<file path="config.mk">
export PLATFORM = sky130hd
export DESIGN_NAME = guess_btn_cond
export DESIGN_NICKNAME = d
export VERILOG_FILES = /design/src/rtl/guess_pkg.sv /design/src/rtl/btn_debounce.sv /design/src/rtl/guess_btn_cond.sv
export SDC_FILE = /design/constraint.sdc
export NUM_CORES = 1
export LEC_CHECK = 0
export ABC_AREA = 1
export CORE_ASPECT_RATIO = 1.5
export CORE_MARGIN = 3
export CORE_UTILIZATION = 60
export CTS_CLUSTER_DIAMETER = 150
export DETAILED_ROUTE_END_ITERATION = 7
export GPL_TIMING_DRIVEN = 1
export PLACE_DENSITY_LB_ADDON = 0.3
export REMOVE_ABC_BUFFERS = 1
export SLEW_MARGIN = 15
export SYNTH_ARGS = -nofsm -noshare
export SYNTH_HDL_FRONTEND = slang
export SYNTH_SLANG_ARGS = --single-unit
</file>
<file path="constraint.sdc">
create_clock -name clk -period 1.9 [get_ports clk]
set_input_delay 0.19 -clock clk [delete_from_list [all_inputs] [get_ports clk]]
set_output_delay 0.19 -clock clk [all_outputs]
set_load 0.03 [all_outputs]
</file>
<file path="src/rtl/guess_pkg.sv">
`default_nettype none
// +----------------------------------------------------------------------+
// | guess_pkg: constants and types shared by the button conditioner and   |
// | the guessing-game FSM.                                                |
// | Revision: 1.0                                                         |
// +----------------------------------------------------------------------+
package guess_pkg;

  localparam int N_BTN = 4;

  typedef enum logic [0:0] {
    IDLE = 1'b0,
    HELD = 1'b1
  } btn_state_t;

  // Isolates the lowest set bit (two's-complement trick).
  function automatic logic [N_BTN-1:0] lowest_one(input logic [N_BTN-1:0] v);
    return v & (~v + N_BTN'(1));
  endfunction

  function automatic logic multi_hot(input logic [N_BTN-1:0] v);
    return (v & (v - N_BTN'(1))) != '0;
  endfunction

endpackage
`default_nettype wire

</file>
<file path="src/rtl/btn_debounce.sv">
`default_nettype none
// +----------------------------------------------------------------------+
// | btn_debounce: one button channel -- synchroniser, debounce counter,   |
// | accepted (stable) level and registered rising-edge detect.            |
// | Revision: 1.0                                                         |
// +----------------------------------------------------------------------+
module btn_debounce #(
  parameter int DEBOUNCE_CYCLES = 1_000_000
) (
  input  logic clk,
  input  logic reset,
  input  logic raw,
  output logic stable,
  output logic rise
);

  localparam int CNT_W = $clog2(DEBOUNCE_CYCLES);
  localparam logic [CNT_W-1:0] CNT_LAST = CNT_W'(DEBOUNCE_CYCLES - 1);

  logic             sync1_q, sync1_d;
  logic             sync2_q, sync2_d;
  logic [CNT_W-1:0] cnt_q, cnt_d;
  logic             stable_q, stable_d;
  logic             stable_prev_q, stable_prev_d;

  always_comb begin
    sync1_d       = raw;
    sync2_d       = sync1_q;
    cnt_d         = cnt_q;
    stable_d      = stable_q;
    stable_prev_d = stable_q;
    // Any sample agreeing with the accepted level restarts the run.
    if (sync2_q == stable_q) begin
      cnt_d = '0;
    end else if (cnt_q == CNT_LAST) begin
      stable_d = sync2_q;
      cnt_d    = '0;
    end else begin
      cnt_d = cnt_q + CNT_W'(1);
    end
  end

  always_ff @(posedge clk or negedge reset) begin
    if (!reset) begin
      sync1_q       <= 1'b0;
      sync2_q       <= 1'b0;
      cnt_q         <= '0;
      stable_q      <= 1'b0;
      stable_prev_q <= 1'b0;
    end else begin
      sync1_q       <= sync1_d;
      sync2_q       <= sync2_d;
      cnt_q         <= cnt_d;
      stable_q      <= stable_d;
      stable_prev_q <= stable_prev_d;
    end
  end

  assign stable = stable_q;
  assign rise   = stable_q & ~stable_prev_q;

endmodule
`default_nettype wire

</file>
<file path="src/rtl/guess_btn_cond.sv">
`default_nettype none
// +----------------------------------------------------------------------+
// | guess_btn_cond: four debounced buttons arbitrated into single-cycle,  |
// | one-hot press pulses for the guessing-game FSM.                       |
// | Revision: 1.0                                                         |
// +----------------------------------------------------------------------+
module guess_btn_cond
  import guess_pkg::*;
#(
  parameter int DEBOUNCE_CYCLES = 1_000_000
) (
  input  logic             clk,
  input  logic             reset,
  input  logic [N_BTN-1:0] btn_raw,
  output logic [N_BTN-1:0] b,
  output logic             held,
  output logic             rejected
);

  logic [N_BTN-1:0] stable;
  logic [N_BTN-1:0] rise;

  for (genvar i = 0; i < N_BTN; i++) begin : g_chan
    btn_debounce #(
      .DEBOUNCE_CYCLES(DEBOUNCE_CYCLES)
    ) u_deb (
      .clk   (clk),
      .reset (reset),
      .raw   (btn_raw[i]),
      .stable(stable[i]),
      .rise  (rise[i])
    );
  end

  btn_state_t       state_q, state_d;
  logic [N_BTN-1:0] b_q, b_d;
  logic             rejected_q, rejected_d;

  always_comb begin
    state_d    = state_q;
    b_d        = '0;
    rejected_d = 1'b0;
    case (state_q)
      IDLE: begin
        if (|rise) begin
          b_d        = lowest_one(rise);
          rejected_d = multi_hot(rise);
          state_d    = HELD;
        end
      end
      HELD: begin
        // A rising channel is itself stable-high, so a new press keeps us HELD.
        if (|rise) begin
          rejected_d = 1'b1;
        end
        if (stable == '0) begin
          state_d = IDLE;
        end
      end
      default: state_d = IDLE;
    endcase
  end

  always_ff @(posedge clk or negedge reset) begin
    if (!reset) begin
      state_q    <= IDLE;
      b_q        <= '0;
      rejected_q <= 1'b0;
    end else begin
      state_q    <= state_d;
      b_q        <= b_d;
      rejected_q <= rejected_d;
    end
  end

  assign b        = b_q;
  assign rejected = rejected_q;
  assign held     = (state_q == HELD);

endmodule
`default_nettype wire

</file>
==> results.toml <==
[synth]
syn_area_um2 = 5220
yosys.area_share.simple_pct = 35.8
synth_xor_area_share_pct = 7.19
synth-compound-area-share_pct = 2.37
yosysSeqAreaShare_pct = 48.9
ys_types = 32
synth_ff_type = "dfrtp_1"
syn_inst = 630
yosysTopAreaCell = "dfrtp_1"
synth_area_leaders = "dfrtp_1 (49%), nor2_1 (11%), nand2_1 (8.4%)"
synth_seq_cells = 102
yosys_warnings = 0
synth_mux_area_share_pct = 0
synth_fa_ha_area_share_pct = 0.959
synth_top_family_by_area = "simple AND/OR/NAND/NOR gates"
avgSynthCellArea_um2 = 8.29
yosys.area.top_type_share_pct = 48.9
synth_edf_count = 0
async_flop_share_pct = 100

[floorplan]
die_w_um = 82.2
ioPinCount = 12
start_util_pct = 61.7
core-area_um2 = 8460
rows = 41
fp.dieH_um = 120
die-area_um2 = 9880

[grt]
grt_max_degree = 41
grt_pass1_vias = 3954
grt_usage_pct = 21.9
grt_pass1_wl_um = 17000
overflow = 0
antenna_found_initial = 0

[setup_path]
arrival_ps = 1530
path_buf_inv = 1
crit_required_ps = 1710
crit_type = "flop to primary output"
cpMaxStageDelayCell = "clkdlybuf4s50_1"
path_cells = "clkdlybuf4s50_1"
critical-path-top-delay-family = "buffers and inverters"
start_kind = "flop"
cp_max_fo = 8
r2r_setup_slack_ps = 390
cp-end-kind = "primary output"
cpPeakStageDelay_ps = 720

[power_and_ir_drop]
power_density_nw_per_um2 = 731
leakagePower_nw = 2.55
worst_ir_drop_vdd_mv = 0.543

[final_layout]
drive_gt1_share_pct = 11.8
regArea_um2 = 2550
multi_input_area_um2 = 2420
finalInstanceArea_um2 = 5810
num_antenna_cells = 0
area_delta_synth_final_pct = 11.3
fin_nets = 666
num-fill-cells = 660
final_cells = 768

[timing]
layout_setup_ws_ps = 180
post-route-period-util_pct = 90.5
fin_skew_ps = 6.29
setup_tns_ps = 0
fmax_mhz = 581
setup_violations = 0
slew_headroom_pct = 70.3
worstMarginPinSlew_ps = 446
finalHoldViolCount = 0
grt_setup_unrepaired = "no"
whs_ps = 278
slew_viol_final = 0
fin_crit_ps = 1720

[clock_tree]
clkTransAtPathRegs_ps = 70
clock_latency_ps = 340
clockBufferDepth = 2
cts_buffers = 9
cts_setup_buffers = 0
clock_sinks = 102
cts_root_buffer = "clkbuf_16"
cts_max_level = 3
cts_tree = "built"

[placed_design]
dp.cells = 751
dp_hpwl_um = 7190
place_ws_ps = 394
port_buffers = 11
gp_congestion = 0.873
place_area_um2 = 5500

[drt]
drt_pass1_iterations = 4
vias_per_cell = 5.30
wl_per_cell_um = 12.8
ant_nets = 0
via_count = 4068
drcViolationCount = 0
wl_um = 9850
dr.first_iter.drc_count = 245

[status]
run_status = "complete, no violations"

[min_path]
hold_class = "primary input to flop"

[flow_run]
max-cap-violations = 0
-- report_power, final --
group	total, W	switching [W]	internal, W
Sequential	0.00222	0.0000242	0.00220
Combinational	0.000149	0.000103	0.0000459
Clock	0.00188	0.000836	0.00104
Total	0.00425	0.000964	0.00328
-- final timing paths --
kind,endpoint,start,cells past startpoint
max,held,held$_DFF_PN0_,1
min,g_chan[0].u_deb.sync1_q$_DFF_PN0_,btn_raw[0],1
max reg2reg,g_chan[1].u_deb.cnt_q[18]$_DFF_PN0_,g_chan[1].u_deb.cnt_q[0]$_DFF_PN0_,8
min reg2reg,g_chan[2].u_deb.sync2_q$_DFF_PN0_,g_chan[2].u_deb.sync1_q$_DFF_PN0_,0
max in group asynchronous,b[1]$_DFF_PN0_,reset,3
min in group asynchronous,g_chan[1].u_deb.cnt_q[4]$_DFF_PN0_,reset,2
-- synthesized netlist by cell type, types with 5 or more instances --
cell type,n
a21oi_1,15
dfrtp_1,102
inv_1,60
inv_2,5
nand2_1,117
nand2_2,9
nand2_4,5
nand3_1,39
nand3_2,7
nand3b_1,5
nand4_1,12
nor2_1,151
nor2_2,13
nor2_4,9
nor3_1,11
o21ai_0,6
xnor2_1,10
xor2_1,31
-- stage by stage --
step / total power, W / utilization [%]
floorplan: 0.00233 / -
global placement: 0.00241 / 65.0
detailed placement: 0.00242 / 65.0
CTS: 0.00429 / 68.7
global route: 0.00440 / 68.7
finish: 0.00425 / 68.7
-- logic make-up (layout without fill, tap and decap cells) --
kind of cell             count (synthesis)  in the layout
XOR/XNOR                                42             42
AO/OA/AOI/OAI                           24             24
buffers and inverters                   66             97
AND/OR/NAND/NOR                        392            392
flip-flops                             102            102
adder cells (fa/ha/maj)                  4              4
-- layer usage --
layer | global-route usage, % | up-vias | wire (µm)
met5 | 0 | - | 0
met4 | 10.1 | 0 | 247
met3 | 3.35 | 23 | 252
met2 | 36.9 | 73 | 5100
met1 | 27.1 | 1940 | 4260
li1 | - | 2032 | -
-- repair_timing --
| item | in CTS | in global routing |
|---|---|---|
| hold endpoints to repair | 30 | 0 |
| hold buffers | 1 | 0 |
| setup endpoints to repair | 0 | 0 |
| resized for setup | 0 | 0 |
-- cell usage in the layout, fill, tap and decap left out, drive strengths merged, types with 7 or more instances in the layout --
cell type and count:
clkdlybuf4s50 10, nand3 47, a21oi 15, xnor2 10
dfrtp 102, nor2 173, clkbuf 9, xor2 32
inv 69, nand4 12, nand2 131, nor3 16
o21ai 7
-- sequential cells by signal, summed over array words and instances (netlist names) --
name	cells
g_chan.u_deb.stable	4
g_chan.u_deb.stable_prev_q	4
g_chan.u_deb.sync1_q	4
g_chan.u_deb.sync2_q	4
b	4
rejected	1
held	1
g_chan.u_deb.cnt_q	80
-- layout make-up --
type,instances,area share [%]
clock inverter,7,1.38
sequential,102,43.9
clock buffer,9,3.87
tap,107,2.30
inverter,66,4.30
timing repair buffer,15,2.63
multi-input combinational,462,41.6
(Power assumes the default switching activity.)
